==> config.mk <==
export PLATFORM = sky130hd
export DESIGN_NAME = mem_arbiter
export DESIGN_NICKNAME = d
export VERILOG_FILES = /design/src/rtl/arb_pkg.sv /design/src/rtl/arb_rr_pick.sv /design/src/rtl/mem_arbiter.sv
export SDC_FILE = /design/constraint.sdc
export NUM_CORES = 1
export LEC_CHECK = 0
export ABC_CLOCK_PERIOD_IN_PS = 2000
export BUFFER_PORTS_ARGS = -buffer_cell sky130_fd_sc_hd__buf_2
export CORE_AREA = 2 2 108 110
export CTS_BUF_LIST = sky130_fd_sc_hd__clkbuf_4
export CTS_CLUSTER_SIZE = 24
export DETAILED_ROUTE_END_ITERATION = 10
export DIE_AREA = 0 0 110 112
export PLACE_DENSITY = 0.46
export SLEW_MARGIN = 30
export SYNTH_ARGS = -nofsm -noshare
export SYNTH_HDL_FRONTEND = slang
export SYNTH_SLANG_ARGS = --single-unit
export TNS_END_PERCENT = 30
==> constraint.sdc <==
create_clock -name clk -period 2 [get_ports clk]
set_clock_uncertainty 0.1 [all_clocks]
set_input_delay 0.2 -clock clk [delete_from_list [all_inputs] [get_ports clk]]
set_output_delay 0.2 -clock clk [all_outputs]
set_load 0.02 [all_outputs]
==> src/rtl/arb_pkg.sv <==
// Shared types for the instruction/data memory-port arbiter.
// Holds the arbiter state encoding and the one-hot grant codes.
package arb_pkg;

  typedef enum logic [1:0] {
    IDLE    = 2'd0,
    SERVE_I = 2'd1,
    SERVE_D = 2'd2
  } arb_state_t;

  localparam logic [1:0] GRANT_NONE = 2'b00;
  localparam logic [1:0] GRANT_I    = 2'b01;
  localparam logic [1:0] GRANT_D    = 2'b10;

  function automatic logic [1:0] grant_of(input arb_state_t s);
    case (s)
      SERVE_I: return GRANT_I;
      SERVE_D: return GRANT_D;
      default: return GRANT_NONE;
    endcase
  endfunction

endpackage

==> src/rtl/arb_rr_pick.sv <==
// Combinational 2-way round-robin selector: returns a one-hot pick {d, i}.
// On a tie the requester that did not own the port last time wins.
module arb_rr_pick
  import arb_pkg::*;
(
  input  logic [1:0] i_req,
  input  logic       i_last_d,
  output logic [1:0] o_pick
);

  always_comb begin
    o_pick = GRANT_NONE;
    case (i_req)
      2'b01:   o_pick = GRANT_I;
      2'b10:   o_pick = GRANT_D;
      2'b11:   o_pick = i_last_d ? GRANT_I : GRANT_D;
      default: o_pick = GRANT_NONE;
    endcase
  end

endmodule

==> src/rtl/mem_arbiter.sv <==
// Shares one physical memory port between instruction fetch and load/store.
// Registered round-robin arbitration; the grant is held until mem_resp.
module mem_arbiter
  import arb_pkg::*;
#(
  parameter int ADDR_W = 32,
  parameter int DATA_W = 32
) (
  input  logic                  clk,
  input  logic                  rst_n,
  input  logic                  i_read,
  input  logic [ADDR_W-1:0]     i_addr,
  output logic [DATA_W-1:0]     i_rdata,
  output logic                  i_resp,
  input  logic                  d_read,
  input  logic                  d_write,
  input  logic [ADDR_W-1:0]     d_addr,
  input  logic [DATA_W-1:0]     d_wdata,
  input  logic [DATA_W/8-1:0]   d_byte_enable,
  output logic [DATA_W-1:0]     d_rdata,
  output logic                  d_resp,
  output logic                  mem_read,
  output logic                  mem_write,
  output logic [ADDR_W-1:0]     mem_address,
  output logic [DATA_W-1:0]     mem_wdata,
  output logic [DATA_W/8-1:0]   mem_byte_enable,
  input  logic [DATA_W-1:0]     mem_rdata,
  input  logic                  mem_resp,
  output logic [1:0]            grant,
  output logic [1:0]            o_state
);

  arb_state_t r_state;
  arb_state_t w_next_state;
  logic       r_last_d;
  logic       w_next_last_d;
  logic [1:0] r_grant;
  logic       w_d_req;
  logic [1:0] w_req;
  logic [1:0] w_pick;

  assign w_d_req = d_read | d_write;

  // While serving, only the other side may be picked: the owner's request
  // is still high on its own response cycle and must not win again.
  assign w_req = (r_state == SERVE_I) ? {w_d_req, 1'b0} :
                 (r_state == SERVE_D) ? {1'b0, i_read}  :
                                        {w_d_req, i_read};

  arb_rr_pick u_pick (
    .i_req    (w_req),
    .i_last_d (r_last_d),
    .o_pick   (w_pick)
  );

  always_comb begin
    w_next_state  = r_state;
    w_next_last_d = r_last_d;
    case (r_state)
      IDLE: begin
        if (w_pick == GRANT_I)      w_next_state = SERVE_I;
        else if (w_pick == GRANT_D) w_next_state = SERVE_D;
      end
      SERVE_I: begin
        if (mem_resp) begin
          w_next_last_d = 1'b0;
          w_next_state  = (w_pick == GRANT_D) ? SERVE_D : IDLE;
        end
      end
      SERVE_D: begin
        if (mem_resp) begin
          w_next_last_d = 1'b1;
          w_next_state  = (w_pick == GRANT_I) ? SERVE_I : IDLE;
        end
      end
      default: w_next_state = IDLE;
    endcase
  end

  always_ff @(posedge clk or negedge rst_n) begin
    if (!rst_n) begin
      r_state  <= IDLE;
      r_last_d <= 1'b1;
      r_grant  <= GRANT_NONE;
    end else begin
      r_state  <= w_next_state;
      r_last_d <= w_next_last_d;
      r_grant  <= grant_of(w_next_state);
    end
  end

  assign grant   = r_grant;
  assign o_state = r_state;
  assign i_rdata = mem_rdata;
  assign d_rdata = mem_rdata;

  // A data request with both read and write set is treated as a write.
  always_comb begin
    mem_read        = 1'b0;
    mem_write       = 1'b0;
    mem_address     = '0;
    mem_wdata       = '0;
    mem_byte_enable = '0;
    i_resp          = 1'b0;
    d_resp          = 1'b0;
    case (r_state)
      SERVE_I: begin
        mem_read        = i_read;
        mem_address     = i_addr;
        mem_byte_enable = '1;
        i_resp          = mem_resp;
      end
      SERVE_D: begin
        mem_write       = d_write;
        mem_read        = d_read & ~d_write;
        mem_address     = d_addr;
        mem_wdata       = d_wdata;
        mem_byte_enable = d_byte_enable;
        d_resp          = mem_resp;
      end
      default: ;
    endcase
  end

endmodule

# [Word level (Yosys, flattened, before mapping)]
# Index checks and enable logic that the tools add are counted.
# Widths: inputs -> output; s select.
[totals] wordCells=42 ff_bits=5 output_inout_bits=140 inputBits=138
[op_classes] bitwise_logic=3 reduce_logical=3 n_eq_ne=11 muxes=22
[op_table] cell="$pmux 32 s2" count=1
[op_table] cell="$mux 32" count=1
[op_table] cell="$mux 2" count=8
[op_table] cell="$pmux 2 s3" count=2
[op_table] cell="$eq 2x2->1 const B" count=5
[op_table] cell="$eq 2x1->1 const B" count=4
[op_table] cell="$pmux 4 s2" count=1
[op_table] cell="$mux 1" count=6
[op_table] cell="$ne 2x2->1 const B" count=2
[op_table] cell="$pmux 1 s2" count=2
[op_table] cell="$pmux 2 s2" count=1
[op_table] cell="$reduce_and 3->1" count=1
[op_table] cell="$logic_not 2->1" count=1
[op_table] cell="$reduce_bool 2->1" count=1
[op_table] cell="$and 1x1->1" count=1
[op_table] cell="$not 1->1" count=1
[op_table] cell="$or 1x1->1" count=1

# [Longest topological paths before layout]
[depth] word_depth=11 ltp_mapped=7 ltp_nobuf=7

# [Hierarchy]
# A second synthesis with hierarchy kept.
[hier_totals] hier_cells=230 hier_area_um2=1631.6
[modules_own_cells] mod="mem_arbiter" seq_area_each_um2=126.4 area_per_inst_um2=1612.8 n_inst=1 cells_per_inst=227
[modules_own_cells] mod="arb_rr_pick" seq_area_each_um2=0.0 area_per_inst_um2=18.8 n_inst=1 cells_per_inst=3

# [Worst setup path before layout]
# Ideal clock, no wire load.
[synth_timing] path_type="reg2out" start="register r_state[1], in the netlist o_state[1]" end="output mem_read" path_stages_with_launch=7 path_slack_ns=-0.029 t_required_ns=1.700 arrival_time_ns=1.729 n_path_buf=2 path_cell_list="dfrtp_1 inv_1 ha_1 buf_2 buf_2 nand2_1 a21boi_0"
[synth_via] elab_chain_len=2 word_cells_on_any_way=3 cone_classes="eq/ne: 2; mux: 1"
[synth_rtl] item="start: declaration" line_no="mem_arbiter.sv:33" rtl="arb_state_t r_state;"
[synth_rtl] item="start signal: assignment" line_no="mem_arbiter.sv:86" rtl="r_state <= w_next_state;"
[synth_rtl] item="$eq 2x2->1 / $eq 2x1->1 (equally long branches)" line_no="mem_arbiter.sv:106" rtl="case (r_state)"
[synth_rtl] item="$pmux 1 s2 *" line_no="mem_arbiter.sv:106"
[synth_rtl] item="end: declaration" line_no="mem_arbiter.sv:22" rtl="output logic mem_read,"
# Every way passes the cells marked *; elsewhere a longest branch is shown, timed or not.

# [Worst setup path after layout]
[layout_timing] start="register r_state[0], in the netlist o_state[0]" end="output mem_address[12]"
[layout_via] elab_chain_len=2 word_cells_on_any_way=3 cone_classes="eq/ne: 2; mux: 1"
[layout_rtl] item="$eq 2x2->1 / $eq 2x1->1 (equally long branches)" line_no="mem_arbiter.sv:106"
[layout_rtl] item="$pmux 32 s2 *" line_no="mem_arbiter.sv:106"
[layout_rtl] item="end: declaration" line_no="mem_arbiter.sv:24" rtl="output logic [ADDR_W-1:0] mem_address,"
# Marked as above.

==> flow_summary.ini <==
[run_status]
status = finished with violations
violations = DRC

[timing]
tightest_slew_ns = 0.207
period_minus_slack_ns = 1.92
slew_viol_final = 0
fin_crit_sh = 0.959
report.final.hold_viol_count = 0
whs_ns = 0.191
grt_setup_unrepaired = true
slew_headroom = 0.860
final.setup.tns_ns = 0
max_freq_mhz = 521
setup_viol = 0

[setup_path]
start_kind = flop
critPathMaxFanout = 21
cp_data_required_time_ns = 1.70
endpoint_kind = output pin
path_class = flop to output pin
cp.arrival_ns = 1.62

[clock_network]
cts_buffer_depth = 2
clock_latency_ns = 0.25
cts_made_buffers = 3
htreeDepth = 1
cts-root-buf = clkbuf_4
cts_tree = yes
clkTransAtPathRegs_ns = 0.05
cts.sinks = 5

[finish]
mostFrequentLayoutCells = buf_2 (181), nor2b_1 (37), and2_1 (33)
mostFrequentLayoutCell = buf_2
area_growth_pct = 46.4
antenna_cells = 0
drive_above_1_share = 0.610
final_cells = 479
nNetsFinal = 479

[detailed_routing]
drt-initial-drc-count = 31
drt-total-wl_um = 6110
drcViolationCount = 2
vias_per_cell = 3.99
first_pass_iters = 7
drtAntennaViolNets = 0
post_drt_wl_per_cell_um = 12.8
num_vias = 1910

[placement]
dp_hpwl_um = 5200
portBuffers = 181
dp.cells = 472
place.gp.congestion = 0.852

[synthesis]
ys_warn_count = 0
synth_area_um2 = 1580
synth_fp_nets = 361
synthDistinctLibCells = 28
ys_top_cells_by_area = buf_4 (30%), a22oi_1 (15%), nor2b_1 (15%), and2_1 (13%), dfrtp_1 (6.3%)
synth-compound-area-share = 0.219
syn_area_per_cell_um2 = 7.22
synth_adder_area_share = 0.0316
muxShareOfSynthArea = 0
ys_seq_area_frac = 0.0799
synth_top_family_by_area = buffers and inverters
syn_inst = 219
synth_simple_gate_area_frac = 0.315
ys_ff_latch = 5
yosys.area.top_type = buf_4
synth_top_area_frac = 0.304
synth_xor_area_frac = 0

[floorplan]
io_pins = 278
start_util = 0.142
die_y_um = 112
rows = 39
die_area_um2 = 12300
die_w_um = 110
core_um2 = 11200

[hold_path]
hp-class = input port to asynchronous set/reset pin

[flow_run]
drv_cap = 0

[grt]
antenna_found_initial = 0
track_usage = 0.0884
grt_pass1_wl_um = 8600
grt-ovfl-total = 0
grt_max_degree = 34
grt_pass1_vias = 1825

[power]
power_density_nw_per_um2 = 1290
max-vdd-ir-drop_uv = 365
power_mw = 2.98
power_leakage_nw = 1.27
-- through the flow --
step                       util  area, um2  setup slack [ns]
after floorplan               -       1580            0.0953
after global placement    0.196       2190             0.261
after detailed placement  0.196       2190             0.208
after CTS                 0.200       2230           -0.0503
after global routing      0.207       2320           -0.0179
final                     0.207       2320            0.0819
-- cells by family (layout without fill, tap and decap cells) --
group / Yosys count / in the layout
AND/OR/NAND/NOR: 80 / 80
buffers and inverters: 82 / 199
flip-flops: 5 / 5
adder cells (fa/ha/maj): 4 / 4
AO/OA/AOI/OAI: 48 / 48
-- what timing repair did --
item	4_1_cts	5_1_grt
gates resized for setup	1	15
hold buffers	1	0
buffers inserted	0	2
setup endpoints to repair	29	70
endpoints found under the hold margin	5	0
-- cell type report --
cell class	count	area (um2)
fill	1255	8860
timing repair buffer	192	1040
multi-input combinational	132	925
tap	143	179
sequential	5	129
clock buffer	4	30.0
inverter	3	11.3
-- sequential cells by signal, indices dropped and copies added, names as in the netlist --
signal,flops
grant,2
o_state,2
r_last_d,1
-- synthesized netlist by cell type --
library cell   n
nor4bb_1       1
dfstp_2        1
buf_4         64
and2_4         1
a21o_1         2
nor2_1         1
o21ai_1        1
inv_1          3
and2_1        33
a22o_1         1
nor2b_1       37
nand3b_1       1
ha_1           4
a311o_1        1
a21boi_0       1
nand2b_1       1
a22oi_1       32
nand2_1        3
a21oi_1        7
or2_2          1
a31oi_1        1
dfrtp_1        4
clkbuf_1      10
buf_6          1
buf_2          4
a21oi_2        1
or2_1          1
o21ba_2        1
-- report_power, final --
group	internal (mW)	switching [mW]
Combinational	1.14	1.51
Clock	0.0894	0.0475
Sequential	0.154	0.0325
Total	1.38	1.59
-- final timing paths --
check	startpoint	endpoint	slack [ns]	cells past startpoint
setup / recovery	o_state[0]$_DFF_PN0_	mem_address[12]	0.08	6
hold / removal	rst_n	o_state[0]$_DFF_PN0_	0.19	2
setup reg to reg	o_state[0]$_DFF_PN0_	grant[0]$_DFF_PN0_	0.25	8
hold reg to reg	r_last_d$_DFFE_PN1P_	r_last_d$_DFFE_PN1P_	0.42	1
max in group asynchronous	rst_n	r_last_d$_DFFE_PN1P_	1.39	2
min in group clk	mem_resp	r_last_d$_DFFE_PN1P_	0.19	3
-- worst max-delay path, stage by stage (launching register included) --
cell,delay (ns)
dfrtp_2,0.43
buf_4,0.15
ha_4,0.18
buf_12,0.15
a22oi_1,0.21
nor2b_1,0.07
buf_2,0.16
-- layer usage --
layer	share of wire	global-route usage	wire (um)	vias up
met1	0.28	0.0777	1730	842
met4	0.029	0.0321	175	0
met5	0	0	0	-
met2	0.58	0.191	3570	137
met3	0.10	0.0105	635	32
li1	-	-	-	899
(Power assumes the default switching activity.)
